===== config.mk =====
export PLATFORM = sky130hd
export DESIGN_NAME = rr_mux_arbiter
export DESIGN_NICKNAME = d
export VERILOG_FILES = /design/src/rtl/rr_mux_arbiter_pkg.sv /design/src/rtl/mux2_1.sv /design/src/rtl/rr_mux_arbiter_mux4_bus.sv /design/src/rtl/rr_mux_arbiter.sv
export SDC_FILE = /design/constraint.sdc
export NUM_CORES = 1
export LEC_CHECK = 0
export CORE_MARGIN = 3
export CORE_UTILIZATION = 36
export CTS_CLUSTER_DIAMETER = 60
export CTS_CLUSTER_SIZE = 24
export DETAILED_ROUTE_END_ITERATION = 12
export PLACE_DENSITY = 0.9
export SLEW_MARGIN = 20
export SYNTH_ARGS = -nofsm -noshare
export SYNTH_HDL_FRONTEND = slang
export SYNTH_SLANG_ARGS = --single-unit

===== constraint.sdc =====
create_clock -name clk -period 2.34 [get_ports clk]
set_input_delay 0.702 -clock clk [delete_from_list [all_inputs] [get_ports clk]]
set_output_delay 0.702 -clock clk [all_outputs]
set_load 0.02 [all_outputs]

===== src/rtl/rr_mux_arbiter_pkg.sv =====
// Shared types and helpers for the round-robin mux arbiter.
// Holds sizing constants, FSM encoding and the rotating-priority search.
package rr_mux_arbiter_pkg;

  localparam int NUM_REQ = 4;
  localparam int SEL_W   = 2;
  localparam int HOLD_W  = 4;

  typedef enum logic {
    IDLE  = 1'b0,
    GRANT = 1'b1
  } arb_state_e;

  // First set request searching ptr, ptr+1, ptr+2, ptr+3 (mod NUM_REQ).
  // Iterating from the farthest offset down lets the nearest hit win.
  function automatic logic [SEL_W-1:0] rr_pick(
    input logic [NUM_REQ-1:0] req,
    input logic [SEL_W-1:0]   ptr
  );
    logic [SEL_W-1:0] idx;
    rr_pick = ptr;
    for (int k = NUM_REQ - 1; k >= 0; k--) begin
      idx = ptr + SEL_W'(k);
      if (req[idx]) rr_pick = idx;
    end
  endfunction

  function automatic logic [NUM_REQ-1:0] onehot(input logic [SEL_W-1:0] idx);
    onehot = NUM_REQ'(1) << idx;
  endfunction

endpackage


===== src/rtl/mux2_1.sv =====
// Existing single-bit 2:1 mux cell: y = sel ? y1 : y0.
module mux2_1 (
  input  logic sel,
  input  logic y0,
  input  logic y1,
  output logic y
);

  assign y = sel ? y1 : y0;

endmodule


===== src/rtl/rr_mux_arbiter_mux4_bus.sv =====
// DATA_W-wide 4:1 mux assembled from mux2_1 cells, two levels per bit.
// sel[0] picks within each pair, sel[1] picks between the pairs.
module mux4_bus
  import rr_mux_arbiter_pkg::*;
#(
  parameter int DATA_W = 8
) (
  input  logic [SEL_W-1:0]          sel,
  input  logic [NUM_REQ*DATA_W-1:0] din,
  output logic [DATA_W-1:0]         dout
);

  for (genvar b = 0; b < DATA_W; b++) begin : g_bit
    logic lo;
    logic hi;

    mux2_1 u_lo (
      .sel (sel[0]),
      .y0  (din[b]),
      .y1  (din[DATA_W + b]),
      .y   (lo)
    );

    mux2_1 u_hi (
      .sel (sel[0]),
      .y0  (din[2*DATA_W + b]),
      .y1  (din[3*DATA_W + b]),
      .y   (hi)
    );

    mux2_1 u_out (
      .sel (sel[1]),
      .y0  (lo),
      .y1  (hi),
      .y   (dout[b])
    );
  end

endmodule


===== src/rtl/rr_mux_arbiter.sv =====
// Four-requester round-robin arbiter owning a shared 4:1 data mux.
// Grants are one-hot, bounded to MAX_HOLD cycles, and separated by one idle cycle.
//
//   state | meaning
//   IDLE  | no owner; arbitrate live req from ptr, gnt = 0, sel holds last owner
//   GRANT | owner holds the mux; release on owner req low or hold limit
module rr_mux_arbiter
  import rr_mux_arbiter_pkg::*;
#(
  parameter int DATA_W   = 8,
  parameter int MAX_HOLD = 4
) (
  input  logic                      clk,
  input  logic                      rst,
  input  logic [NUM_REQ-1:0]        req,
  input  logic [NUM_REQ*DATA_W-1:0] din,
  output logic [NUM_REQ-1:0]        gnt,
  output logic                      gnt_valid,
  output logic [SEL_W-1:0]          sel,
  output logic [DATA_W-1:0]         dout
);

  localparam logic [HOLD_W-1:0] HOLD_LAST = HOLD_W'(MAX_HOLD - 1);

  arb_state_e        state_q, state_d;
  logic [SEL_W-1:0]  owner_q, owner_d;
  logic [SEL_W-1:0]  ptr_q,   ptr_d;
  logic [HOLD_W-1:0] hold_q,  hold_d;
  logic [SEL_W-1:0]  winner;
  logic [DATA_W-1:0] mux_y;

  always_ff @(posedge clk or posedge rst) begin
    if (rst) begin
      state_q <= IDLE;
      owner_q <= '0;
      ptr_q   <= '0;
      hold_q  <= '0;
    end else begin
      state_q <= state_d;
      owner_q <= owner_d;
      ptr_q   <= ptr_d;
      hold_q  <= hold_d;
    end
  end

  assign winner = rr_pick(req, ptr_q);

  always_comb begin
    state_d = state_q;
    owner_d = owner_q;
    ptr_d   = ptr_q;
    hold_d  = hold_q;
    case (state_q)
      IDLE: begin
        if (|req) begin
          owner_d = winner;
          ptr_d   = winner + 1'b1;
          hold_d  = '0;
          state_d = GRANT;
        end
      end
      GRANT: begin
        // Non-owner requests are deliberately not looked at here.
        if (!req[owner_q] || hold_q == HOLD_LAST) begin
          state_d = IDLE;
        end else begin
          hold_d = hold_q + 1'b1;
        end
      end
      default: state_d = IDLE;
    endcase
  end

  assign gnt_valid = (state_q == GRANT);
  assign gnt       = gnt_valid ? onehot(owner_q) : '0;
  assign sel       = owner_q;

  mux4_bus #(
    .DATA_W (DATA_W)
  ) u_mux (
    .sel  (owner_q),
    .din  (din),
    .dout (mux_y)
  );

  // Unregistered so dout tracks din within the cycle; gated to zero when idle.
  assign dout = gnt_valid ? mux_y : '0;

endmodule


---- Word level (Yosys, flattened, before mapping) ----
Cells that the tools add are included.
storage, ports and cells
  bits in registers ....................... 9
  latch bits .............................. 0
  RAM bits ................................ 0
  bits in read-only memories .............. 0
  input port bits ......................... 38
  output and inout bits ................... 15
  logic and storage cells ................. 70
  memories kept ........................... 0
cells by class
  $add $sub $neg .......................... 5
  $mul .................................... 0
  divide/modulo/power cells ............... 0
  magnitude comparators ................... 5
  equality and inequality tests ........... 3
  shift operators ......................... 1
  mux-type cells .......................... 46
  bitwise operators ....................... 1
  reductions and logical operators ........ 5
operators with widths
  kind                                                 number
  two-way mux 1 bit                                    31
  < comparator 2 x 3 -> 1 bit, second input constant   5
  two-way mux 4 bit                                    3
  binary-select mux 1 bit (select 2 bit)               5
  two-way mux 2 bit                                    4
  two-way mux 8 bit                                    1
  case mux 4 bit (2 select lines)                      1
  adder 2 x 1 -> 2 bit, second input constant          2
  adder 2 bit, second input constant                   2
  adder 4 x 1 -> 4 bit, second input constant          1
  equality test 4 x 2 -> 1 bit, second input constant  1
  inequality test 2 bit, second input constant         2
  AND reduction 2 bit                                  2
  OR reduction 4 bit                                   1
  << shifter 1 x 2 -> 4 bit, first input constant      1
  case mux 1 bit (2 select lines)                      1
  logical NOT 1 bit                                    1
  logical OR 1 bit                                     1
  inverter 1 bit                                       1

---- Longest topological paths before layout ----
  depth in word-level cells ............... 8
  gate-level depth with buffers ........... 6
  gate-level depth less buffers ........... 6

---- Hierarchy ----
From an unflattened synthesis, not the netlist that was laid out.
second synthesis, totals
  cell total of the unflattened synthesis .. 90
  area total of the unflattened synthesis .. 969.7 um^2
modules (own cells, without submodules)
  module          instances  cells an instance  area each (um^2)
  rr_mux_arbiter  1          66                 609.3
  mux2_1          24         1                  15.0

---- Worst setup path after synthesis ----
Ideal clock, no wire load.
  path kind ............................... register to output
  from .................................... register owner_q[0], in the netlist sel[0]
  to ...................................... output dout[0]
  arrival ................................. 1.480 ns
  required time ........................... 1.638 ns
  path slack .............................. 0.158 ns
  cell stages (with the launch flop) ...... 5
  buffers on the path ..................... 2
  cell sequence ........................... dfrtp_1 clkbuf_1 buf_4 mux4_2 and2_1
on the way
  cells in the longest elaborated chain, start to end .. 3
RTL lines
  element                 RTL line              text
  start, declared         rr_mux_arbiter.sv:26  logic [SEL_W-1:0] owner_q, owner_d;
  start signal, assigned  rr_mux_arbiter.sv:40  owner_q <= owner_d;
  two-way mux 1 bit       mux2_1.sv:9           assign y = sel ? y1 : y0;
  two-way mux 1 bit *     mux2_1.sv:9
  two-way mux 8 bit *     rr_mux_arbiter.sv:87  assign dout = gnt_valid ? mux_y : '0;
  end, declared           rr_mux_arbiter.sv:20  output logic [DATA_W-1:0] dout
Mark *: on every way between the ends. The rest lies on a longest branch, timed or not.

---- Worst setup path after layout ----
  from .................................... input din[13]
  to ...................................... output dout[5]
on the way
  cells in the longest elaborated chain, start to end .. 3
RTL lines
  element                          RTL line              text
  start, declared                  rr_mux_arbiter.sv:16  input logic [NUM_REQ*DATA_W-1:0] din,
  two-way mux 1 bit (2 in series)  mux2_1.sv:9
  two-way mux 8 bit                rr_mux_arbiter.sv:87
No other way between the ends.

==> run metrics <==
crit-path max cell delay 0.46 ns; slowest stage cell, crit path mux4_2; number of synthesized register bits 9; Post-Place Cells 163; vias 876; main combinational cell family by area after synthesis multiplexers; Crit path required time 1.64 ns; startpoint types primary input; CTS Buffer Depth 2; XOR/XNOR Fraction of Synth Area 2.13%; Synth Area in Compound Gates 15.0%; ANT cells 0; shortest period the worst path allows 2.35 ns; RD Place Congestion 0.794; Sink Count 9; max-cap viol count 0; Leak 0.644 nW; CTS tree built; placed inst area 1400 µm²; Setup Skew 0.00148 ns; most common flop cell mapped by yosys dfrtp_1; post-synth top area cell dfrtp_1; failing checks negative setup slack; slew of the pin with the lowest slew margin 0.326 ns; die area 2900 µm²; All-Layer GR Usage 19.8%; Routed wire per std cell 15.9 µm; yosys warns 0; Placement Rows 16; CTS root buf clkbuf_4; CP cell instances clkdlybuf4s15_1 -> mux4_2 -> and2_4 -> buf_6; peak supply drop 0.756 mV; status complete, but fails checks; post-synth cell types 29; starting density of the core 39.9%; gr ovfl total 0; H-tree depth 1; worst setup margin -0.00861 ns; # DRC 0; clk_lat worst skew 0.26 ns; syn_area_per_cell 10.0 µm²; Clock Pin Slew Worst Setup and Hold Paths 0.06 ns; Netlist Area Pre-Place 823 µm²; initial antenna violation count 0; Simple-Gate Fraction of Synth Area 22.5%; core region area 2060 µm²; total power 1.67 mW; largest net degree at the start of global routing 14; Post-Syn Nets 121; Syn Inst Count 82; Seq/Total Area, Yosys 27.4%; Max FO, Critical Path 1; TritonCTS buffer count 3; Detailed Route WL 2.67 mm; post-synthesis mux area share 25.5%; max frequency 0.426 GHz; 1st-iter DRT viols 15; CP arrival 1.65 ns; DR pass1 iterations 4; worst hold path type register to register; post-route ant nets 0; Final setup viols 1; Pwr per Cell Area 1200 nW/µm²; die height 53.8 µm; Cell Count, Final, Fillers Out 168; post-synthesis adder-cell area fraction 1.52%; Top Ports 53; vias in the first global route 882; die width 53.8 µm; Area growth syn-to-layout 69.1%; Final Cell Area 1390 µm²; FFs w/ async S/R, synth 100%; EDFF count, synth 0; endpoint type of the worst setup path primary output; HPWL Detailed 2.12 mm; Via density 5.21; number of port buffers 52; final hold vios 0; Synth top area share 27.4%; Hold WS 0.516 ns; fin. max-slew vios 0; share of cells above drive strength 1 40.4%; RSZ-0062 raised after global routing false; relative slew slack 78.3%; crit path kind primary input to primary output; Total Nets Final 181; Area contributors post-synth dfrtp_1 27%, mux4_2 19%, mux4_1 6.4%; final worst-path cycle share 100%; first-pass GRT wire length 4.12 mm
-- timing repair --
item | in CTS | in global routing
hold buffers | 0 | 0
setup buffers | 1 | 0
setup endpoints to repair | 12 | 4
resized for setup | 129 | 12
-- logic make-up after synthesis --
logic type	after synthesis
xor gates and xnor gates	2
adders and majority gates	1
muxes	9
AOI/OAI and AO/OA	16
and+or+nand+nor	35
DFF	9
buffers and inverters	10
-- synth_stat cells, types with 2 or more instances --
cell      instances
o21ai_2           2
nand2_1           8
nor2b_1           2
buf_4             3
o21ai_0           5
and2_1            8
clkbuf_1          3
mux4_1            2
nand3_1           2
nor2_1            7
mux4_2            7
dfrtp_1           9
nand2b_1          4
inv_1             4
a21oi_1           2
-- critical path, delay by kind of cell --
kind                   cells  cell delay, ns
AND/OR/NAND/NOR            1            0.17
buffers and inverters      2            0.31
multiplexers               1            0.46
-- state kept, by name, summed over array words and instances (netlist names) --
| register | cells |
|---|---|
| hold_q | 4 |
| sel | 2 |
| gnt_valid | 1 |
| ptr_q | 2 |
-- cells in the final DEF, fill, tap and decap left out, types with 5 or more instances in the layout --
cell type / instances
and2_4: 9
buf_4: 9
buf_6: 8
clkbuf_2: 12
clkdlybuf4s15_1: 19
clkdlybuf4s50_1: 8
dfrtp_1: 7
mux4_2: 9
nand2_1: 8
nor2_1: 7
o21ai_0: 5
-- metal layers --
metal  vias up  track usage [%]  wire [µm]
li1        408                -          -
met1       413             23.6       1050
met2        51             33.3       1220
met3         4             6.65        373
met4         0             6.38         25
met5         -                0          0
-- path summary, 6_finish.rpt --
path	startpoint	to	slack, ns	cells past startpoint
worst max-delay path	din[13]	dout[5]	-0.009	4
worst min-delay path	hold_q[2]	hold_q[2]	0.52	2
worst max register to register	sel[1]	hold_q[0]	0.74	6
worst min register to register	hold_q[2]	hold_q[2]	0.52	2
max in group asynchronous	rst	sel[1]	1.38	2
min in group asynchronous	rst	hold_q[2]	0.69	2
-- final cells by class --
| type | instances | area [µm²] |
|---|---|---|
| fill | 164 | 669 |
| clock buffer | 4 | 26.3 |
| timing repair buffer | 61 | 528 |
| inverter | 4 | 15.0 |
| tap | 27 | 33.8 |
| multi-input combinational | 63 | 562 |
| sequential | 9 | 228 |
-- power by group --
group / switching, mW / total (mW) / leakage (nW) / internal [mW]
Sequential: 0.0742 / 0.295 / 0.110 / 0.221
Clock: 0.0535 / 0.119 / 0.0150 / 0.0657
Combinational: 0.567 / 1.26 / 0.519 / 0.691
-- through the flow --
stage	worst slack (ns)	TNS [ns]	util (%)
after floorplan	0.158	0	-
after global placement	-0.630	-4.87	68.1
after detailed placement	-0.706	-5.13	68.1
after CTS	-0.000658	-0.000658	70.4
after global routing	0.0000344	0	67.5
final	-0.00861	-0.00861	67.5
Power figures use the tool's default switching activity.
